==> config.mk <==
export PLATFORM = sky130hd
export DESIGN_NAME = mem_access_unit
export DESIGN_NICKNAME = d
export VERILOG_FILES = /design/src/rtl/mem_access_unit_pkg.sv /design/src/rtl/mem_access_unit_lane_extract.sv /design/src/rtl/mem_access_unit.sv
export SDC_FILE = /design/constraint.sdc
export NUM_CORES = 1
export LEC_CHECK = 0
export ABC_CLOCK_PERIOD_IN_PS = 4150
export BUFFER_PORTS_ARGS = -buffer_cell sky130_fd_sc_hd__buf_4
export CAP_MARGIN = 40
export CORE_MARGIN = 10
export CORE_UTILIZATION = 29
export DETAILED_ROUTE_END_ITERATION = 8
export SYNTH_ARGS = -nofsm -noshare
export SYNTH_HDL_FRONTEND = slang
export SYNTH_SLANG_ARGS = --single-unit
==> constraint.sdc <==
create_clock -name clk -period 4.15 [get_ports clk]
set_input_delay 0 -clock clk [delete_from_list [all_inputs] [get_ports clk]]
set_output_delay 0 -clock clk [all_outputs]
set_load 0.05 [all_outputs]
==> src/rtl/mem_access_unit_pkg.sv <==
// Shared encodings for the load/store front-end: access sizes, error codes, FSM states.
package mem_access_unit_pkg;

  localparam logic [1:0] SZ_BYTE = 2'd0;
  localparam logic [1:0] SZ_HALF = 2'd1;
  localparam logic [1:0] SZ_WORD = 2'd2;
  localparam logic [1:0] SZ_ILL  = 2'd3;

  localparam logic [1:0] ERR_OK    = 2'd0;
  localparam logic [1:0] ERR_ALIGN = 2'd1;
  localparam logic [1:0] ERR_RANGE = 2'd2;
  localparam logic [1:0] ERR_SIZE  = 2'd3;

  typedef enum logic [1:0] {
    IDLE   = 2'd0,
    ACCESS = 2'd1,
    RESP   = 2'd2
  } state_t;

  function automatic logic [3:0] byte_en(input logic [1:0] size, input logic [1:0] off);
    logic [3:0] be;
    be = 4'b0000;
    case (size)
      SZ_BYTE: be = 4'b0001 << off;
      SZ_HALF: be = off[1] ? 4'b1100 : 4'b0011;
      SZ_WORD: be = 4'b1111;
      default: be = 4'b0000;
    endcase
    return be;
  endfunction

endpackage

==> src/rtl/mem_access_unit_lane_extract.sv <==
// Picks the byte/half/word lane out of a memory word and sign- or zero-extends it.
// Purely combinational so it can be shared with a bypass path.
module mau_lane_extract
  import mem_access_unit_pkg::*;
(
  input  logic [31:0] word,
  input  logic [1:0]  off,
  input  logic [1:0]  size,
  input  logic        sgn,
  output logic [31:0] data
);

  logic [31:0] shifted;
  logic [7:0]  lane_b;
  logic [15:0] lane_h;

  assign shifted = word >> {off, 3'b000};
  assign lane_b  = shifted[7:0];
  assign lane_h  = off[1] ? word[31:16] : word[15:0];

  always_comb begin
    data = word;
    case (size)
      SZ_BYTE: data = sgn ? {{24{lane_b[7]}}, lane_b} : {24'h0, lane_b};
      SZ_HALF: data = sgn ? {{16{lane_h[15]}}, lane_h} : {16'h0, lane_h};
      default: data = word;
    endcase
  end

endmodule

==> src/rtl/mem_access_unit.sv <==
// Load/store front-end: one request -> fault check -> one memory cycle -> one response.
// Fixed 3-cycle turnaround; faults still take the ACCESS slot but never touch memory.
module mem_access_unit
  import mem_access_unit_pkg::*;
#(
  parameter logic [31:0] ADDR_BASE = 32'h0000_0000,
  parameter int          DM_AW     = 11,
  parameter int          CNT_W     = 16
) (
  input  logic             clk,
  input  logic             rst_n,
  input  logic             req_valid,
  output logic             req_ready,
  input  logic             req_we,
  input  logic [1:0]       req_size,
  input  logic             req_signed,
  input  logic [31:0]      req_addr,
  input  logic [31:0]      req_wdata,
  output logic [DM_AW-1:0] dm_a,
  output logic [3:0]       dm_be,
  output logic [31:0]      dm_wd,
  output logic             dm_we,
  input  logic [31:0]      dm_rd,
  output logic             rsp_valid,
  input  logic             rsp_ready,
  output logic [31:0]      rsp_rdata,
  output logic [1:0]       rsp_err,
  output logic [CNT_W-1:0] err_count
);

  state_t           state_q, state_d;
  logic             we_q, sgn_q;
  logic [1:0]       size_q, off_q, err_q;
  logic [3:0]       be_q;
  logic [DM_AW-1:0] a_q;
  logic [31:0]      wd_q;
  logic [1:0]       err_in;
  logic [31:0]      ld_data;
  logic             accept;

  always_comb begin
    err_in = ERR_OK;
    if (req_size == SZ_ILL)
      err_in = ERR_SIZE;
    else if (req_addr[31:DM_AW+2] != ADDR_BASE[31:DM_AW+2])
      err_in = ERR_RANGE;
    else if ((req_size == SZ_HALF && req_addr[0]) ||
             (req_size == SZ_WORD && req_addr[1:0] != 2'b00))
      err_in = ERR_ALIGN;
  end

  always_comb begin
    state_d   = state_q;
    req_ready = 1'b0;
    case (state_q)
      IDLE: begin
        req_ready = 1'b1;
        if (req_valid) state_d = ACCESS;
      end
      ACCESS: state_d = RESP;
      RESP:   if (rsp_ready) state_d = IDLE;
      default: state_d = IDLE;
    endcase
  end

  assign accept = (state_q == IDLE) && req_valid;

  // Memory strobes are decoded from state so an async reset kills them immediately.
  assign dm_a      = a_q;
  assign dm_be     = (state_q == ACCESS && err_q == ERR_OK) ? be_q : 4'b0000;
  assign dm_we     = (state_q == ACCESS) && (err_q == ERR_OK) && we_q;
  assign dm_wd     = (state_q == ACCESS) ? wd_q : 32'h0;
  assign rsp_valid = (state_q == RESP);

  mau_lane_extract u_lane (
    .word (dm_rd),
    .off  (off_q),
    .size (size_q),
    .sgn  (sgn_q),
    .data (ld_data)
  );

  always_ff @(posedge clk or negedge rst_n) begin
    if (!rst_n) begin
      state_q   <= IDLE;
      we_q      <= 1'b0;
      sgn_q     <= 1'b0;
      size_q    <= SZ_BYTE;
      off_q     <= 2'b00;
      err_q     <= ERR_OK;
      be_q      <= 4'b0000;
      a_q       <= '0;
      wd_q      <= 32'h0;
      rsp_rdata <= 32'h0;
      rsp_err   <= ERR_OK;
      err_count <= '0;
    end else begin
      state_q <= state_d;
      if (accept) begin
        we_q   <= req_we;
        sgn_q  <= req_signed;
        size_q <= req_size;
        off_q  <= req_addr[1:0];
        err_q  <= err_in;
        be_q   <= byte_en(req_size, req_addr[1:0]);
        a_q    <= req_addr[DM_AW+1:2];
        wd_q   <= req_wdata;
      end
      if (state_q == ACCESS) begin
        rsp_err   <= err_q;
        rsp_rdata <= (err_q == ERR_OK && !we_q) ? ld_data : 32'h0;
        if (err_q != ERR_OK && err_count != {CNT_W{1'b1}})
          err_count <= err_count + CNT_W'(1);
      end
    end
  end

endmodule
# Yosys cells after proc, flatten, opt, wreduce, memory -nomap -nowiden
# Cells that the tools add are included.
dict set report classes {
  add_sub_neg 1
  multipliers 0
  div_mod_pow 0
  magnitude_cmp 0
  n_eq_ne 9
  shifts 2
  n_mux 16
  bitwise_logic 0
  reduce_logical 18
}
# operator count
set op_table {}
lappend op_table {{32-bit two-way mux} 4}
lappend op_table {{32-bit case mux with 2 select lines} 1}
lappend op_table {{32-bit by 5-bit >> shifter with 8-bit output} 1}
lappend op_table {{19-bit nonzero test} 1}
lappend op_table {{16-bit by 1-bit adder with 16-bit output (second input constant)} 1}
lappend op_table {{16-bit two-way mux} 1}
lappend op_table {{16-bit inequality test (second input constant)} 1}
lappend op_table {{4-bit case mux with 3 select lines} 1}
lappend op_table {{2-bit logical NOT} 4}
lappend op_table {{2-bit two-way mux} 4}
lappend op_table {{4-bit two-way mux} 2}
lappend op_table {{1-bit logical AND} 7}
lappend op_table {{2-bit by 1-bit equality test with 1-bit output (second input constant)} 3}
lappend op_table {{2-bit equality test (second input constant)} 3}
lappend op_table {{2-bit case mux with 3 select lines} 1}
lappend op_table {{2-bit AND reduction} 2}
lappend op_table {{2-bit nonzero test} 2}
lappend op_table {{1-bit by 2-bit << shifter with 4-bit output (first input constant)} 1}
lappend op_table {{1-bit two-way mux} 2}
lappend op_table {{2-bit by 1-bit inequality test with 1-bit output (second input constant)} 1}
lappend op_table {{2-bit inequality test (second input constant)} 1}
lappend op_table {{1-bit logical NOT} 1}
lappend op_table {{1-bit logical OR} 1}
dict set report totals {
  regBits 107
  latch_bits 0
  ramBits 0
  rom_bits 0
  input_bits 104
  word_cells 58
  n_memories 0
}

# Longest topological paths before layout
# Gate-level depths: netlist of run 1.
dict set report depth {
  ltp_word 6
  depth_mapped 7
}

# By module
# A second synthesis of run 1 with hierarchy kept.
dict set report hier_totals {
  hier_cells 542
  area_unflattened_um2 5213.8
}
# mod instances cells_per_inst area_each_um2 seq_area_each_um2
set by_module_without_submodules {}
lappend by_module_without_submodules {mem_access_unit 1 449 4506.8 2677.6}
lappend by_module_without_submodules {mau_lane_extract 1 93 706.9 0.0}

# Least setup slack after synthesis of run 1
# No wires, ideal clock.
dict set report synth_path {
  kind {register -> register}
  start {register err_count[0]}
  end {register err_count[1]}
  setup_ns 0.125
  t_arrival_ns 2.153
  t_required_ns 4.025
  setup_slack_ns 1.873
  stages_incl_launch_ff 6
  n_path_buf 0
  synth_period_minus_slack_ns 2.277
  cell_sequence {dfrtp_1 -> ha_1 -> nand4_2 -> nor4_2 -> nor2_1 -> mux2_2}
}
dict set report synth_between {
  elab_chain_cells 3
}
# item line_no
set synth_lines {}
lappend synth_lines {{from (decl)} mem_access_unit.sv:28} ;# output logic [CNT_W-1:0] err_count
lappend synth_lines {{from (signal assigned)} mem_access_unit.sv:113} ;# err_count <= err_count + CNT_W'(1);
lappend synth_lines {{parallel branches: the longest is 3 deep, another holds 16-bit by 1-bit adder with 16-bit output} n/a}
# Several ways; the timed one is not identified.
# A chain may end at the register's enable or synchronous reset.

# Worst setup path after layout of run 1
dict set report layout_path {
  start {register state_q[1]}
  end {register err_count[15]}
}
dict set report layout_between {
  elab_chain_cells 2
}
# item line_no
set layout_lines {}
lappend layout_lines {{from (decl)} mem_access_unit.sv:31} ;# state_t state_q, state_d;
lappend layout_lines {{from (signal assigned)} mem_access_unit.sv:98} ;# state_q <= state_d;
lappend layout_lines {{2-bit by 1-bit equality test with 1-bit output} mem_access_unit.sv:109} ;# if (state_q == ACCESS) begin
lappend layout_lines {{2-bit AND reduction (no source line)} n/a}
# No other way between the ends.

==> impl_metrics.json, run 1 <==
{
  "status": "completed",
  "drt_pre_antenna_iters": 6,
  "ir_worst_vdd_uv": 260,
  "cellPowerDensity_mw_per_mm2": 569,
  "grt_setup_unrepaired": "false",
  "synth_area_leaders": "sky130_fd_sc_hd__dfrtp_1 53%, sky130_fd_sc_hd__nand2_1 13%, sky130_fd_sc_hd__and2_1 4.0%",
  "cts.reportedPaths.clkPinSlew_ns": 0.07,
  "worst_tran_pin_value_ns": 0.830,
  "cts-resized-gates": 0,
  "final_period_minus_worst_setup_slack_ns": 2.46,
  "gr-usage-met1": 0.173,
  "chipWidth_um": 152,
  "drtIter0Drc": 253,
  "die_y_um": 152,
  "globalRouteMet2Util": 0.249,
  "drt-vias-per-instance": 4.67,
  "gpl.final_weighted_congestion": 0.806,
  "synth_area_leader_cell": "sky130_fd_sc_hd__dfrtp_1",
  "timing.fmax_mhz": 406,
  "pin_count_of_the_biggest_net_entering_global_routing": 54,
  "grt_most_used_layer": "met2",
  "detailroute.via_count": 4755,
  "final_cell_count_no_fill": 1018,
  "max-cap-violations": 0,
  "cts.htree.levels": 3,
  "grt.total_usage": 0.147,
  "synth_top_area_frac": 0.532,
  "total_nets_final": 894,
  "clockBufferDepth": 2,
  "cp-end-kind": "flip-flop",
  "netlist_instances": 529,
  "drive_gt1_frac": 0.309,
  "synthesis.yosys.warnings": 0,
  "worst-path-max-fanout": 23,
  "globalRouteOverflowTotal": 0,
  "cts.sinks": 107,
  "initial_core_util": 0.293,
  "timing.hold.ws_ns": 0.0243,
  "dominantRegCellSynth": "sky130_fd_sc_hd__dfrtp_1",
  "dpl.cell_count": 934,
  "clock_skew_ns": 0.00933,
  "drt_drc_violations_left": 0,
  "setup-tns-final_ns": 0,
  "final_core_utilization": 0.453,
  "grt_pass1_vias": 5007,
  "core.rowCount": 48,
  "route.antenna.remaining_nets": 0,
  "seq_area_frac_synth": 0.532,
  "final-hold-violation-count": 0,
  "number_of_distinct_library_cell_variants_in_the_gate_level_netlist_after_synthesis": 46,
  "layout_worst_path_cycle_share": 0.594,
  "relSlewSlack": 0.442,
  "cts_setup_buffers": 0,
  "crit_arrival_ns": 2.70,
  "post_drt_wl_per_cell_um": 16.8,
  "tritoncts.num_buffers": 9,
  "antenna_found_initial": 0,
  "setup_viol": 0,
  "cp_data_required_time_ns": 4.38,
  "tritoncts": "yes",
  "io_buffer_count": 203,
  "root_buffer": "sky130_fd_sc_hd__clkbuf_16",
  "worst-setup-path-type": "flip-flop to flip-flop",
  "total_length_of_routed_wires_um": 17100,
  "critical_path.startpoint_type": "flip-flop",
  "area_growth_syn_to_layout_pct": 54.6,
  "globalRouteMet3Util": 0.0460,
  "grt_first_pass_wirelength_um": 26900,
  "floorplan.core_area_mm2": 0.0172,
  "total_power_w": 0.00443,
  "power.static_leakage_nw": 3.95,
  "post-dp-hpwl_um": 12500,
  "async_flop_share": 1.00,
  "synth-edff-count": 0,
  "insertion_delay_ns": 0.35,
  "synth_fp_nets": 634,
  "hold_class": "primary input to flip-flop",
  "diodes": 0,
  "final-max-slew-violation-count": 0,
  "cts_hold_buf": 69,
  "ioPinCount": 204,
  "avgSynthCellArea_um2": 9.52,
  "ys_ff_latch": 107,
  "synthesis.area_mm2": 0.00504,
  "die-area_mm2": 0.0230
}
-- cells in the final DEF, fill, tap and decap left out, types with 10 or more instances in the layout --
cell type / n
sky130_fd_sc_hd__nor3_1: 11
sky130_fd_sc_hd__and2_1: 32
sky130_fd_sc_hd__buf_4: 208
sky130_fd_sc_hd__xor2_1: 10
sky130_fd_sc_hd__a221o_1: 16
sky130_fd_sc_hd__mux2_2: 11
sky130_fd_sc_hd__dfrtp_1: 107
sky130_fd_sc_hd__dlygate4sd3_1: 69
sky130_fd_sc_hd__nand2_1: 167
sky130_fd_sc_hd__o21ai_0: 32
-- cell families after synthesis --
kind of cell,Yosys count,share of synthesized area
AO/OA/AOI/OAI,80,0.116
XOR/XNOR,13,0.0226
adder cells (fa/ha/maj),1,0.00248
buffers and inverters,37,0.0310
flip-flops,107,0.532
multiplexers,20,0.0452
AND/OR/NAND/NOR,271,0.251
-- synth_stat cells (2+ instances only) --
cell type,instances
sky130_fd_sc_hd__nand4_1,3
sky130_fd_sc_hd__nand2b_1,5
sky130_fd_sc_hd__nor3_1,11
sky130_fd_sc_hd__nand2_1,168
sky130_fd_sc_hd__a21oi_1,2
sky130_fd_sc_hd__nor4_1,8
sky130_fd_sc_hd__a222oi_1,7
sky130_fd_sc_hd__xnor2_1,3
sky130_fd_sc_hd__or3_1,2
sky130_fd_sc_hd__a221o_1,16
sky130_fd_sc_hd__xor2_1,10
sky130_fd_sc_hd__buf_2,2
sky130_fd_sc_hd__dfrtp_1,107
sky130_fd_sc_hd__nor2b_1,8
sky130_fd_sc_hd__o21ai_0,32
sky130_fd_sc_hd__nor3b_1,2
sky130_fd_sc_hd__and2_1,32
sky130_fd_sc_hd__nand3_1,7
sky130_fd_sc_hd__a22o_1,8
sky130_fd_sc_hd__buf_1,2
sky130_fd_sc_hd__buf_6,2
sky130_fd_sc_hd__nor4_2,2
sky130_fd_sc_hd__nor2_1,9
sky130_fd_sc_hd__clkbuf_1,25
sky130_fd_sc_hd__nor4b_1,2
sky130_fd_sc_hd__mux2i_1,7
sky130_fd_sc_hd__inv_1,5
sky130_fd_sc_hd__a211oi_1,8
sky130_fd_sc_hd__mux2_2,11
sky130_fd_sc_hd__and3_1,7
-- cell type report --
cell class / instances / area, um^2
timing repair buffer: 280 / 2300
tap: 225 / 282
sequential: 107 / 2680
clock buffer: 11 / 243
multi-input combinational: 385 / 2210
fill: 1640 / 9390
clock inverter: 4 / 51.3
inverter: 6 / 22.5
-- flip-flops by register name, indices dropped and copies added, names as in the netlist --
signal,flops
dm_a,11
err_q,2
we_q,1
sgn_q,1
be_q,4
off_q,2
state_q,2
err_count,16
rsp_rdata,32
rsp_err,2
wd_q,32
size_q,2
-- metrics by stage --
| stage | instance area [um^2] | setup WS (ns) |
|---|---|---|
| 5_1_grt | 7790 | 1.53 |
| 2_1_floorplan | 5040 | 1.87 |
| 3_5_place_dp | 6800 | 1.69 |
| 3_3_place_gp | 6750 | 1.71 |
| 6_report | 7790 | 1.69 |
| 4_1_cts | 7790 | 1.68 |
-- power breakdown --
group          leakage (nW)  switching, W  internal [W]
Clock                 0.142      0.000387      0.000482
Sequential             1.39      0.000253       0.00134
Combinational          2.43       0.00129      0.000688
Total                  3.95       0.00193       0.00251
-- routing by layer --
layer | wire length, um | vias up | share of wire
li1 | - | 2337 | -
met1 | 6890 | 2246 | 0.40
met2 | 8500 | 155 | 0.50
met3 | 1470 | 17 | 0.086
met4 | 219 | 0 | 0.013
met5 | 0 | - | 0
-- worst paths after layout --
check | start | to | slack (ns) | cells past startpoint
worst max-delay path | state_q[1] | err_count[15] | 1.69 | 5
worst min-delay path | dm_rd[14] | rsp_rdata[14] | 0.02 | 3
worst max register to register | state_q[1] | err_count[15] | 1.69 | 5
worst min register to register | wd_q[6] | wd_q[6] | 0.47 | 2
max in group asynchronous | rst_n | wd_q[26] | 3.25 | 3
min in group asynchronous | rst_n | err_count[9] | 0.12 | 2
-- critical path, cell delays in order, from the launching register on --
cell and delay (ns):
sky130_fd_sc_hd__dfrtp_1 0.41, sky130_fd_sc_hd__nand2b_1 0.44, sky130_fd_sc_hd__buf_4 0.36, sky130_fd_sc_hd__or3_1 0.45, sky130_fd_sc_hd__nor4_1 0.31, sky130_fd_sc_hd__mux2_2 0.37
Power figures use the tool's default switching activity.
==> run 2: changes to the inputs <==
--- a/config.mk
+++ b/config.mk
@@ -5,7 +5,7 @@
 export SDC_FILE = /design/constraint.sdc
 export NUM_CORES = 1
 export LEC_CHECK = 0
-export ABC_CLOCK_PERIOD_IN_PS = 4150
+export ABC_CLOCK_PERIOD_IN_PS = 2550
 export BUFFER_PORTS_ARGS = -buffer_cell sky130_fd_sc_hd__buf_4
 export CAP_MARGIN = 40
 export CORE_MARGIN = 10
==> constraint.sdc (replaced) <==
create_clock -name clk -period 2.55 [get_ports clk]
set_input_delay 0 -clock clk [delete_from_list [all_inputs] [get_ports clk]]
set_output_delay 0 -clock clk [all_outputs]
set_load 0.05 [all_outputs]
==> run 2 against run 1 <==
Routed wire length grew 4.7%. Final cell count rose by 0.69%. Non-clock buffer count up 6. Worst hold slack about the same. Final area is 0.35% higher. Largest cell class unchanged.
==> impl_metrics.json, run 2 (synthesis gave the netlist of run 1 again) <==
{
  "gpl.final_weighted_congestion": 0.808,
  "crit_arrival_ns": 2.33,
  "ioPinCount": 204,
  "r2r_setup_slack_ns": 0.51,
  "die-area_mm2": 0.0230,
  "insertion_delay_ns": 0.35,
  "clock_skew_ns": 0.00783,
  "initial_core_util": 0.293,
  "globalRouteOverflowTotal": 0,
  "cp_data_required_time_ns": 2.83,
  "grt_most_used_layer": "met2",
  "route.antenna.remaining_nets": 0,
  "worst-setup-path-type": "flip-flop to flip-flop",
  "globalRouteMet2Util": 0.253,
  "max-cap-violations": 0,
  "mostFrequentLayoutCell": "sky130_fd_sc_hd__buf_4",
  "drt-vias-per-instance": 4.71,
  "cts.reportedPaths.clkPinSlew_ns": 0.08,
  "critical_path.reg2reg.startpoint": "state_q[1]",
  "hold_end": "rsp_rdata[9]",
  "io_buffer_count": 203,
  "die_y_um": 152,
  "tritoncts.num_buffers": 9,
  "antenna_found_initial": 1,
  "detailroute.via_count": 4830,
  "multi_input_area_mm2": 0.00221,
  "core.rowCount": 48,
  "drt_drc_violations_left": 0,
  "timing.fmax_mhz": 489,
  "total_length_of_routed_wires_um": 17900,
  "cellPowerDensity_mw_per_mm2": 930,
  "worst_r2r_endpoint": "rsp_rdata[29]",
  "cell_class_contributing_the_biggest_share_of_worst_path_delay": "simple AND/OR/NAND/NOR gates",
  "cell_at_the_slowest_stage_of_the_critical_path": "sky130_fd_sc_hd__and2_0",
  "setup_viol": 0,
  "gr-usage-met1": 0.183,
  "cp-end-kind": "flip-flop",
  "fillerInstances": 1660,
  "post_drt_wl_per_cell_um": 17.5,
  "final_cell_mix": "214 x sky130_fd_sc_hd__buf_4, 167 x sky130_fd_sc_hd__nand2_1, 107 x sky130_fd_sc_hd__dfrtp_1",
  "cts.htree.levels": 3,
  "cp_num_buf_inv": 1,
  "layout_worst_path_cycle_share": 0.801,
  "top_regs": "rsp_rdata: 32 flops, wd_q: 32 flops, err_count: 16 flops",
  "globalRouteMet3Util": 0.0484,
  "grt_first_pass_wirelength_um": 27700,
  "hp-start": "dm_rd[9]",
  "status": "completed",
  "timing.reg2reg.worst_path_depth": 5,
  "cts.sinks": 107,
  "grt_setup_unrepaired": "false",
  "hold_class": "primary input to flip-flop",
  "setup-tns-final_ns": 0,
  "drtIter0Drc": 250,
  "root_buffer": "sky130_fd_sc_hd__clkbuf_16",
  "power.static_leakage_nw": 3.98,
  "floorplan.core_area_mm2": 0.0172,
  "clockBufferDepth": 2,
  "chipWidth_um": 152,
  "worst_tran_pin_value_ns": 0.776,
  "worst-path-max-fanout": 18,
  "tritoncts": "yes",
  "drive_gt1_frac": 0.314,
  "grt_pass1_vias": 5047,
  "final_period_minus_worst_setup_slack_ns": 2.04,
  "total_nets_final": 900,
  "critical-path-max-stage-delay_ns": 0.66,
  "ff_latch_area_mm2": 0.00268,
  "post-dp-hpwl_um": 12700,
  "crit_path_cell_trace": "nand2b_1 > nor4_2 > buf_4 > and2_0 > a221o_1",
  "grt.total_usage": 0.152,
  "ir_worst_vdd_uv": 450,
  "worstHoldPathCells": 3,
  "worstSetupStartpoint": "state_q[1]",
  "drt_pre_antenna_iters": 5,
  "relSlewSlack": 0.482,
  "pin_count_of_the_biggest_net_entering_global_routing": 77,
  "cts_setup_buffers": 0,
  "final_core_utilization": 0.455,
  "critical_path.startpoint_type": "flip-flop",
  "final-max-slew-violation-count": 0,
  "area_growth_syn_to_layout_pct": 55.2,
  "final-hold-violation-count": 0
}
==> run 2: cell count changes in the layout (fill, tap and decap cells not counted) <==
cell,before,now
sky130_fd_sc_hd__dlygate4sd3_1,69,70
sky130_fd_sc_hd__clkinv_4,1,2
sky130_fd_sc_hd__buf_16,1,0
sky130_fd_sc_hd__buf_4,208,214
sky130_fd_sc_hd__clkinv_2,1,2
sky130_fd_sc_hd__clkbuf_8,1,0
sky130_fd_sc_hd__inv_6,0,1
sky130_fd_sc_hd__diode_2,0,1
sky130_fd_sc_hd__clkinvlp_4,1,0
sky130_fd_sc_hd__clkbuf_1,1,0
==> run 2: worst max path at each step <==
stage	endpoint	slack [ns]	cells past startpoint
2_1_floorplan	err_count[1]	0.27	5
3_3_place_gp	rsp_rdata[24]	0.51	5
3_5_place_dp	rsp_rdata[17]	0.51	5
4_1_cts	rsp_rdata[29]	0.48	5
5_1_grt	rsp_rdata[28]	0.30	5
6_report	rsp_rdata[29]	0.51	5
==> run 2: layout make-up <==
type / instances / area share
Antenna cell: 1 / 0.000320
Clock buffer: 9 / 0.0288
Clock inverter: 6 / 0.00848
Inverter: 6 / 0.00288
Multi-Input combinational cell: 385 / 0.283
Sequential cell: 107 / 0.343
Tap cell: 225 / 0.0360
Timing Repair Buffer: 286 / 0.298
==> run 2: tightest hold or removal path: stages <==
cell                      delay (ns)
sky130_fd_sc_hd__buf_4          0.10
sky130_fd_sc_hd__o21ai_0        0.08
sky130_fd_sc_hd__o21ai_0        0.16
==> run 2: what timing repair did <==
| item | CTS | global route |
|---|---|---|
| hold endpoints to repair | 102 | 0 |
| gates resized for setup | 0 | 0 |
| hold buffers | 70 | 0 |
==> run 2: metrics by stage <==
step	hold slack, ns	total power, W	worst slack (ns)	std cells	area, um^2
global route	0.0148	0.00774	0.301	1025	7820
global placement	-0.0245	0.00578	0.510	938	6820
CTS	0.00414	0.00735	0.484	1024	7810
floorplan	-0.296	0.00470	0.273	529	5040
detailed placement	-0.0180	0.00580	0.515	939	6820
finish	0.0242	0.00727	0.507	1025	7820
==> run 2: power by group <==
part	total (W)	leakage (nW)	switching, W	internal [W]
logic	0.00334	2.45	0.00220	0.00114
clock network	0.00143	0.146	0.000666	0.000761
registers	0.00250	1.39	0.000322	0.00218
total	0.00727	3.98	0.00319	0.00408
==> run 2: layer usage <==
metal / wire length (um) / up-vias
li1: - / 2351
met4: 298 / 0
met2: 8660 / 160
met1: 7250 / 2299
met5: 0 / -
met3: 1670 / 20
